File: config.mk
export PLATFORM = sky130hd
export DESIGN_NAME = ch_we_sequencer_flat
export DESIGN_NICKNAME = d
export VERILOG_FILES = /design/src/rtl/ch_we_sequencer_if.sv /design/src/rtl/ch_we_sequencer.sv /design/src/flat_wrapper.sv
export SDC_FILE = /design/constraint.sdc
export NUM_CORES = 1
export LEC_CHECK = 0
export CELL_PAD_IN_SITES_DETAIL_PLACEMENT = 1
export CELL_PAD_IN_SITES_GLOBAL_PLACEMENT = 1
export CORE_MARGIN = 4
export CORE_UTILIZATION = 35
export DETAILED_ROUTE_END_ITERATION = 12
export PLACE_DENSITY_LB_ADDON = 0.08
export SLEW_MARGIN = 15
export SYNTH_ARGS = -nofsm -noshare
export SYNTH_HDL_FRONTEND = slang
export SYNTH_SLANG_ARGS = --single-unit
File: constraint.sdc
create_clock -name user_clk -period 3.3 [get_ports user_clk]
set_input_delay 0.33 -clock user_clk [delete_from_list [all_inputs] [get_ports user_clk]]
set_output_delay 0.33 -clock user_clk [all_outputs]
set_load 0.1 [all_outputs]
File: src/rtl/ch_we_sequencer_if.sv
// Channel-select RAM write bus: strobe, address and data, driven by the sequencer.
// All signals are registered at the source and there is no backpressure.
interface ch_we_sequencer_if #(
  parameter int ADDR_W = 8,
  parameter int DATA_W = 9
);
  logic              ram_we;
  logic [ADDR_W-1:0] ram_addr;
  logic [DATA_W-1:0] ram_din;

  modport master (output ram_we, ram_addr, ram_din);
  modport slave  (input  ram_we, ram_addr, ram_din);
endinterface

File: src/rtl/ch_we_sequencer.sv
// Turns a software command word into a burst of channel-select RAM writes.
// First write 3 edges after go rises; no backpressure, a go edge while busy is dropped and flagged.
module ch_we_sequencer #(
  parameter int ADDR_W = 8,
  parameter int DATA_W = 9
) (
  input  logic                      user_clk,
  input  logic                      user_rst_n,
  input  logic [31:0]               reg_data,
  ch_we_sequencer_if.master         ram,
  output logic                      busy,
  output logic [15:0]               wr_count,
  output logic                      overrun
);

  localparam logic [0:0] IDLE  = 1'b0;
  localparam logic [0:0] WRITE = 1'b1;
  localparam int LEN_LSB = DATA_W + ADDR_W;

  logic [31:0]       reg_q;
  logic              go_d;
  logic              clr_d;
  logic              go_edge;
  logic              clr_edge;
  logic [0:0]        state;
  logic [ADDR_W-1:0] cur_addr;
  logic [DATA_W-1:0] cur_data;
  logic              cur_inc;
  logic [7:0]        remaining;
  logic              ram_we_q;
  logic [ADDR_W-1:0] ram_addr_q;
  logic [DATA_W-1:0] ram_din_q;
  logic              unused_reg_bits;

  assign unused_reg_bits = ^reg_q[27:20];

  always_ff @(posedge user_clk or negedge user_rst_n) begin
    if (!user_rst_n) begin
      reg_q <= '0;
      go_d  <= 1'b0;
      clr_d <= 1'b0;
    end else begin
      reg_q <= reg_data;
      go_d  <= reg_q[31];
      clr_d <= reg_q[28];
    end
  end

  assign go_edge  = reg_q[31] & ~go_d;
  assign clr_edge = reg_q[28] & ~clr_d;

  always_ff @(posedge user_clk or negedge user_rst_n) begin
    if (!user_rst_n) begin
      state     <= IDLE;
      cur_addr  <= '0;
      cur_data  <= '0;
      cur_inc   <= 1'b0;
      remaining <= '0;
    end else begin
      case (state)
        IDLE: begin
          if (go_edge) begin
            cur_addr  <= reg_q[LEN_LSB-1:DATA_W];
            cur_data  <= reg_q[DATA_W-1:0];
            cur_inc   <= reg_q[29];
            remaining <= reg_q[30] ? reg_q[LEN_LSB+7:LEN_LSB] : 8'd0;
            state     <= WRITE;
          end
        end
        WRITE: begin
          if (remaining == 8'd0) begin
            state <= IDLE;
          end else begin
            remaining <= remaining - 8'd1;
            cur_addr  <= cur_addr + ADDR_W'(1);
            if (cur_inc) cur_data <= cur_data + DATA_W'(1);
          end
        end
        default: state <= IDLE;
      endcase
    end
  end

  // Output stage lags the FSM by one edge; address/data hold between bursts.
  always_ff @(posedge user_clk or negedge user_rst_n) begin
    if (!user_rst_n) begin
      ram_we_q   <= 1'b0;
      busy       <= 1'b0;
      ram_addr_q <= '0;
      ram_din_q  <= '0;
    end else begin
      ram_we_q <= (state == WRITE);
      busy     <= (state == WRITE);
      if (state == WRITE) begin
        ram_addr_q <= cur_addr;
        ram_din_q  <= cur_data;
      end
    end
  end

  always_ff @(posedge user_clk or negedge user_rst_n) begin
    if (!user_rst_n) begin
      wr_count <= '0;
      overrun  <= 1'b0;
    end else begin
      if (clr_edge)
        wr_count <= '0;
      else if (ram_we_q && wr_count != 16'hFFFF)
        wr_count <= wr_count + 16'd1;

      if (clr_edge)
        overrun <= 1'b0;
      else if (go_edge && state == WRITE)
        overrun <= 1'b1;
    end
  end

  assign ram.ram_we   = ram_we_q;
  assign ram.ram_addr = ram_addr_q;
  assign ram.ram_din  = ram_din_q;

endmodule

File: src/flat_wrapper.sv
// flat-port wrapper written by rule: the top's interface ports become plain ports
module ch_we_sequencer_flat 
#(
  parameter int ADDR_W = 8,
  parameter int DATA_W = 9
)
  (user_clk, user_rst_n, reg_data, busy, wr_count, overrun, ram_ram_we, ram_ram_addr, ram_ram_din);
  ch_we_sequencer_if #(.ADDR_W(ADDR_W), .DATA_W(DATA_W)) ram_i ();
  input  logic user_clk;
  input  logic user_rst_n;
  input  logic [31:0] reg_data;
  output logic busy;
  output logic [15:0] wr_count;
  output logic overrun;
  output wire logic [$bits(ram_i.ram_we)-1:0] ram_ram_we;
  output wire logic [$bits(ram_i.ram_addr)-1:0] ram_ram_addr;
  output wire logic [$bits(ram_i.ram_din)-1:0] ram_ram_din;
  assign ram_ram_we = ram_i.ram_we;
  assign ram_ram_addr = ram_i.ram_addr;
  assign ram_ram_din = ram_i.ram_din;
  ch_we_sequencer #(.ADDR_W(ADDR_W), .DATA_W(DATA_W)) u_core (.user_clk(user_clk), .user_rst_n(user_rst_n), .reg_data(reg_data), .ram(ram_i), .busy(busy), .wr_count(wr_count), .overrun(overrun));
endmodule
After elaboration in Yosys (flattened, before gate mapping). Index checks and enable logic that the tools add are counted. W data, S select, Z words.

Multiplexer cells: 18. Div/mod/pow operators: 0. Shifts and indexed selects: 0. Bitwise operators: 5. Multiply operators: 0. Add/subtract/negate cells: 4. Order comparisons: 0. Eq/ne operators: 4. Reductions and logical operators: 8.

Operator list (count): $mux W8 (5); $mux W16 (2); $pmux W8 S2 (2); $mux W9 (3); $pmux W9 S2 (1); $add A16 B1 Y16 const B (1); $ne A16 B16 Y1 const B (1); $add A9 B1 Y9 const B (1); $add A8 B1 Y8 const B (1); $logic_not A8 Y1 (1); $sub A8 B1 Y8 const B (1); $mux W1 (4); $ne A2 B2 Y1 const B (2); $reduce_and A2 Y1 (2); $reduce_bool A2 Y1 (2); $not A1 Y1 (3); $reduce_and A3 Y1 (1); $and A1 B1 Y1 (2); $logic_and A1 B1 Y1 (2); $ne A2 B1 Y1 const B (1); $pmux W1 S2 (1).

Memories kept: 0. Input bits: 34. ROM bits: 0. Bits in writable memories: 0. Flip-flop bits (word level): 96. Logic and storage cells: 52. Bits in latches: 0. Output and inout bits: 36.

Depth between registers and ports, before layout. Gate-level depths: netlist of run 1.

Word-level depth: 5. Mapped depth: 8. Mapped depth without buffers: 7.

Worst setup path before layout of run 1. Ideal clock, no wire load.

Kind: register to register. Start: register u_core.wr_count[11]. End: register u_core.wr_count[7]. Buffers on the path: 1. Arrival time: 2.339 ns. Path slack: 0.852 ns. Data required time: 3.192 ns. Library setup time: 0.108 ns. Period minus slack after synthesis: 2.448 ns. Stages on the path, launching flop included: 6. Cells stage by stage: dfrtp_1 -> buf_2 -> nand4_1 -> or4_4 -> or4_1 -> o311ai_1.

Cells in the longest elaborated chain, start to end: 3.

RTL lines: start: declaration (RTL line ch_we_sequencer.sv:12) `output logic [15:0] wr_count,`; start signal: assignment (RTL line ch_we_sequencer.sv:109) `wr_count <= wr_count + 16'd1;`; $ne A16 B16 Y1 (RTL line ch_we_sequencer.sv:108) `else if (ram_we_q && wr_count != 16'hFFFF)`; $logic_and A1 B1 Y1 (RTL line ch_we_sequencer.sv:108); $reduce_bool A2 Y1 (no line).

No other way between the ends. A chain may end at the register's enable or synchronous reset.

Worst setup path after layout of run 1.
Start: register u_core.wr_count[4]. End: output port wr_count[4].

RTL lines: end: declaration (RTL line flat_wrapper.sv:13) `output logic [15:0] wr_count;`.

No word-level cell between the ends.

==> run metrics, run 1 <==
status finished, violations left; failing checks negative hold slack; share of the synthesized area in the top cell type 56.3%; Setup CP Type reg -> out; die height 117 um; WP buf/inv 1; fin crit period between 2 and 2.5 ns; CTS root buf clkbuf_16; Resize count post-CTS 0; synthesized cell area 0.00413 mm^2; fraction of layout cells with a size suffix above 1 between 10% and 20%; Area Growth Syn to Fin 25.7%; Syn Area/Cell approximately 11 um^2; nets around 480; first-pass GRT wire length 17.7 mm; Worst Path Required between 2 and 3 ns; vias in the first global route around 3400; Pwr Density approximately 920 mW/mm^2; worst vdd ir approximately 0.67 mV; CP max stage delay approximately 1.2 ns; final worst slack around 0.90 ns; setup bufs post-CTS 0; Netlist cell types between 60 and 70; core area ~0.011 mm^2; Synth Instances around 370; WL/cell roughly 18 um; final non-filler cell total 585; Tightest Pin Transition slightly below 1 ns; Leakage Power 2.14 nW; Initial Util 36.1%; Overall Global Routing Usage 16.6%; most common cell after layout, fill and taps aside dfrtp_1; Routed WL 10.3 mm; ys flop type dfrtp_1; # rows 39; clock skew about 0.0066 ns; cell taking the most area after synthesis dfrtp_1; worst-path maximum fanout 10; placed cell count 570; Max Cap Viol 0; register area share after synthesis 56.3%; number of H-tree levels 3; register bit count reported by yosys a little over 90; port bufs 66; Worst-Skew Late Latency ~0.34 ns; post-synthesis mux area share 5.36%; largest net degree at the start of global routing between 40 and 50; Die Area about 0.014 mm^2; DP HPWL roughly 7.1 mm; Worst Path Arrival between 2 and 2.5 ns; Post-synth EDFFs 0; CTS Hold Bufs 0; Synth Area in Adders under 10%; Max Freq roughly 420 MHz; dpl ws between 1 and 1.5 ns; Area contributors post-synth dfrtp_1, mux2_2, a21oi_1, nand2_1, o21ai_0; Post-Synth XOR/XNOR Area 0%; Max Slew Vio Count 0; commonest non-fill, non-tap cells in the layout dfrtp_1, clkdlybuf4s50_1, nand2_1; GPL Wtd Cong roughly 0.77; drt pass-1 iters 4; Slew HR roughly a third; post-synthesis compound-gate area fraction roughly 15%; clk sinks 93; slowest CP cell clkdlybuf4s50_1; async set-reset flop share out of synthesis between 90% and 100%; deepest clock path buffer count 2; final worst path period share 72.8%; DR vias/cell between 5 and 6; hold_ws -0.0105 ns; CTS buffer count 9; Setup TNS 0 ns; Final setup viols 0; hold crit path type in -> async; Iter 0 DRT Violations 264; CP endpoint kind output port; worst-path cell chain clkdlybuf4s50_1; initial antenna violation count 0; Post-Synth Simple-Gate Area 17.7%; largest family of logic cells by synthesized area simple AND/OR/NAND/NOR gates; CP delay by family, top buffers and inverters; Filler cells about 1200; CTS tree done; Post-Syn Nets roughly 400; yosys warns 0; RSZ-0062 raised after global routing no; DRT antenna net count 0; Final Hold Violating Endpoints 6; Critical Path Start Type flip-flop; Remaining DRCs 0; Clk pin slew, worst setup/hold paths ~0.060 ns; total gr overflow 0; # IOs 70; DR vias around 3200; total power between 0.004 and 0.005 W; die width 117 um; diodes inserted 0
==> area by class of cell <==
cell class	instances	area, um^2	area share, %
Clock inverter	2	10.0	0.193
Sequential cell	93	2330	44.8
Inverter	17	63.8	1.23
Timing Repair Buffer	73	711	13.7
Multi-Input combinational cell	244	1660	31.8
Tap cell	143	179	3.44
Clock buffer	13	250	4.81
==> power by group <==
group	internal [W]	leakage (nW)	switching (W)	total, W
clock	0.000525	0.129	0.000408	0.000934
combinational	0.000651	0.892	0.00144	0.00209
sequential	0.00143	1.11	0.000301	0.00173
total	0.00261	2.14	0.00215	0.00476
==> worst register-to-register path: cells and delay by family (launching register included) <==
family,cells,cell delay (ns)
compound gates,3,0.71
fa+ha+maj,1,0.19
buf+inv,2,0.34
flops,1,0.37
simple gates,1,0.53
==> synthesized netlist by cell type (2+ instances only) <==
master / n
dfrtp_1: 93
nand2_1: 31
a21oi_1: 24
o21ai_0: 19
inv_1: 16
nor3_1: 14
mux2_2: 13
nand3_1: 13
nor2_1: 13
nand4_1: 9
clkbuf_1: 7
nor4_1: 7
or3_1: 7
mux2i_1: 6
nor2b_1: 6
and4_1: 5
ha_1: 5
buf_2: 4
o22ai_1: 4
a2111oi_0: 3
a311oi_1: 3
a31oi_1: 3
a32oi_1: 3
and3_1: 3
buf_1: 3
o211ai_1: 3
o31a_1: 3
o32ai_1: 3
or4_1: 3
a211oi_1: 2
a221oi_1: 2
a311o_1: 2
a31o_2: 2
and2_1: 2
and4_4: 2
buf_6: 2
nor4b_1: 2
or3b_2: 2
==> metrics by stage <==
stage | util (%) | cell area, um^2
final | 45.3 | 5200
after global routing | 45.3 | 5200
after CTS | 45.3 | 5200
after detailed placement | 43.1 | 4940
after global placement | 43.1 | 4940
after floorplan | - | 4130
==> registers in the layout (all words and copies together) (netlist names) <==
signal and cells:
u_core.remaining 8, u_core.go_d 1, u_core.overrun 1, u_core.state 1, u_core.wr_count 16, u_core.ram.ram_addr 8
u_core.reg_q 29, u_core.cur_addr 8, u_core.cur_inc 1, u_core.busy 1, u_core.ram.ram_din 9, u_core.clr_d 1
u_core.cur_data 9
==> final timing paths <==
path	to	from	cells past startpoint	slack, ns
setup / recovery	wr_count[4]	u_core.wr_count[4]	1	0.90
hold / removal	u_core.reg_q[28]	user_rst_n	1	-0.01
setup reg to reg	u_core.remaining[4]	u_core.remaining[0]	7	1.01
hold reg to reg	u_core.clr_d	u_core.reg_q[28]	0	0.39
max in group asynchronous	u_core.cur_addr[2]	user_rst_n	2	2.52
min in group user_clk	u_core.clr_d	u_core.reg_q[28]	0	0.39
==> layer usage <==
metal / track usage [%] / wire length (um) / vias up
met2: 26.3 / 4920 / 64
met4: 6.57 / 195 / 0
met3: 2.95 / 409 / 13
met1: 22.8 / 4760 / 1615
met5: 0 / 0 / -
li1: - / - / 1529
==> kinds of logic after synthesis <==
logic type	after synthesis
buffers and inverters	34
multiplexers	20
flip-flops	93
adder cells (fa/ha/maj)	5
AND/OR/NAND/NOR	129
AO/OA/AOI/OAI	90
No activity file was read; power rests on OpenSTA's default activity.
==> run 2: changes to the inputs <==
Clock period 3.3 ns to 2.12 ns, I/O delays scaled along.
==> run metrics, run 2 (synthesis results as in run 1) <==
CP Launch Point u_core.remaining[0]; worst-path cell chain inv_1, ha_1, or4b_4, o211ai_4, nand2_1, mux2_4; Die Area 0.0136 mm^2 (unchanged); hold crit path type in -> reg; # IOs 70 (unchanged); total gr overflow 0 (unchanged); Final setup viols 0 (unchanged); Largest register FFs 29 (unchanged); Initial Util 36.1% (unchanged); CP delay by family, top simple AND/OR/NAND/NOR gates; DRT antenna net count 0 (unchanged); DP HPWL 7.22 mm (+1.4%); diodes inserted 0 (unchanged); status completed; DR vias 3251 (+0.93%); R2R depth 6 (-1); DR vias/cell 5.46 (-0.76%); met1 usage 21.7% (-1.1 points); Critical Path Start Type flip-flop; Area Growth Syn to Fin 27.1%; hold_ws 0.302 ns (+0.313 ns); Overall Global Routing Usage 16.6% (-0.049 points); clock skew 0.00624 ns (-0.000394 ns); RR Endpoint u_core.cur_data[0]; nets 486 (+1.9%); drt pass-1 iters 4 (unchanged); port bufs 66 (unchanged); Worst-Skew Late Latency 0.35 ns (about the same); Max Cap Viol 0 (unchanged); # rows 39 (unchanged); CTS buffer count 9 (unchanged); Slew HR 56.1% (+21 points); met2 Use GR 26.7% (+0.46 points); first-pass GRT wire length 17.5 mm (-1.1%); deepest clock path buffer count 2 (unchanged); Worst Path Required 2.35 ns (-0.62 ns); largest net degree at the start of global routing 40 (-13%); Worst Path Arrival 2.24 ns (+0.17 ns); Routed WL 10.3 mm (+0.27%); core area 0.0115 mm^2 (unchanged); slowest CP cell or4b_4; CTS root buf clkbuf_16; initial antenna violation count 0 (unchanged); worst-path maximum fanout 6 (-4); R2R Setup Slk 0.11 ns (-0.90 ns); HP Start reg_data[20]; Most flops, register u_core.reg_q; Max Slew Vio Count 0 (unchanged); Setup TNS 0 ns (unchanged); WL/cell 17.3 um (-1.4%); reg-to-reg startpoint u_core.remaining[0]; die width 117 um (unchanged); M3 GR Usage 5.13% (+2.2 points); clk sinks 93 (unchanged); Most Crowded Layer GR met2; CP Capture Point u_core.cur_data[0]; CTS tree done; fin crit period ~2.0 ns; Clk pin slew, worst setup/hold paths 0.07 ns (about the same); Final Hold Violating Endpoints 0 (-6); Leakage Power 2.22 nW (+3.9%); number of H-tree levels 3 (unchanged); worst vdd ir 0.880 mV (+32%); vias in the first global route 3359 (-0.36%); registers with the most flip-flops u_core.reg_q (29), u_core.wr_count (16); CP max stage delay 0.52 ns (-0.68 ns); total power 0.00757 W (+59%); RSZ-0062 raised after global routing no; GPL Wtd Cong 0.761 (-1.2%); Remaining DRCs 0 (unchanged); Setup CP Type reg -> reg; Tightest Pin Transition 0.653 ns (-0.321 ns); Pwr Density 1440 mW/mm^2 (+58%); die height 117 um (unchanged); CP endpoint kind flip-flop; CP Depth 6 (+5); fraction of layout cells with a size suffix above 1 25.4% (+14 points); Max Freq between 400 and 500 MHz; WP buf/inv 1 (unchanged); most common cell after layout, fill and taps aside dfrtp_1; commonest non-fill, non-tap cells in the layout dfrtp_1, buf_4, nand2_1; final worst path period share a little over nine tenths; Iter 0 DRT Violations 139 (-47%)
## run 2: cell count changes in the layout (fill, tap and decap cells not counted), sizes merged
| cell | delta |
|---|---|
| buf | +44 |
| dlygate4sd3 | +1 |
| clkinv | -1 |
| clkinvlp | +2 |
| clkdlybuf4s50 | -36 |
| bufinv | +1 |
| inv | +2 |
| clkbuf | -3 |
## run 2: worst min-delay path by stage
stage,slack [ns],depth (start not counted),end
floorplan,-0.08,0,u_core.busy
global placement,0.25,1,u_core.reg_q[28]
detailed placement,0.25,1,u_core.clr_d
CTS,0.28,1,u_core.reg_q[24]
global route,0.28,1,u_core.reg_q[21]
finish,0.30,1,u_core.reg_q[20]
## run 2: worst reg2reg max path, stage by stage, from the launching register on
cell and delay, ns:
dfrtp_1 0.38, inv_1 0.12, ha_1 0.18, or4b_4 0.52, o211ai_4 0.25, nand2_1 0.13
mux2_4 0.32
## run 2: per-stage QoR
step,setup WS (ns),std cells,area [um^2],util (%)
CTS,0.0455,594,5240,45.7
detailed placement,0.0599,577,4930,43.0
global placement,0.104,577,4930,43.0
floorplan,-0.0155,371,4160,-
global route,0.00490,595,5250,45.8
finish,0.111,595,5250,45.8
## run 2: layer usage
layer	part of all wire, %	vias to the layer above	wire (um)
met5	0	-	0
met1	45	1638	4660
li1	-	1546	-
met4	1.1	0	109
met2	49	60	5070
met3	4.6	7	470
## run 2: report_power, final
group	switching (W)	internal (W)	leakage (nW)
combinational	0.00227	0.000988	0.989
sequential	0.000466	0.00224	1.09
clock	0.000691	0.000924	0.141
total	0.00342	0.00415	2.22
## run 2: what timing repair did
| action | 4_1_cts | 5_1_grt |
|---|---|---|
| resized for setup | 0 | 1 |
| hold buffers | 1 | 0 |
| setup endpoints to repair | 0 | 4 |
| setup buffers | 0 | 1 |
| endpoints found under the hold margin | 36 | 0 |
## run 2: final cells by class
cell class,instances,area [um^2]
clock buffer,10,229
clock inverter,6,70.1
fill,1227,6210
inverter,17,63.8
multi-input combinational,244,1660
sequential,93,2350
tap,143,179
timing repair buffer,82,707
==> run 3: changes to the inputs <==
Settings changed: ABC_CLOCK_PERIOD_IN_PS set to 2120.
==> results of run 3 <==
Same layout as run 2: the final DEF is identical, and so are final timing and power.
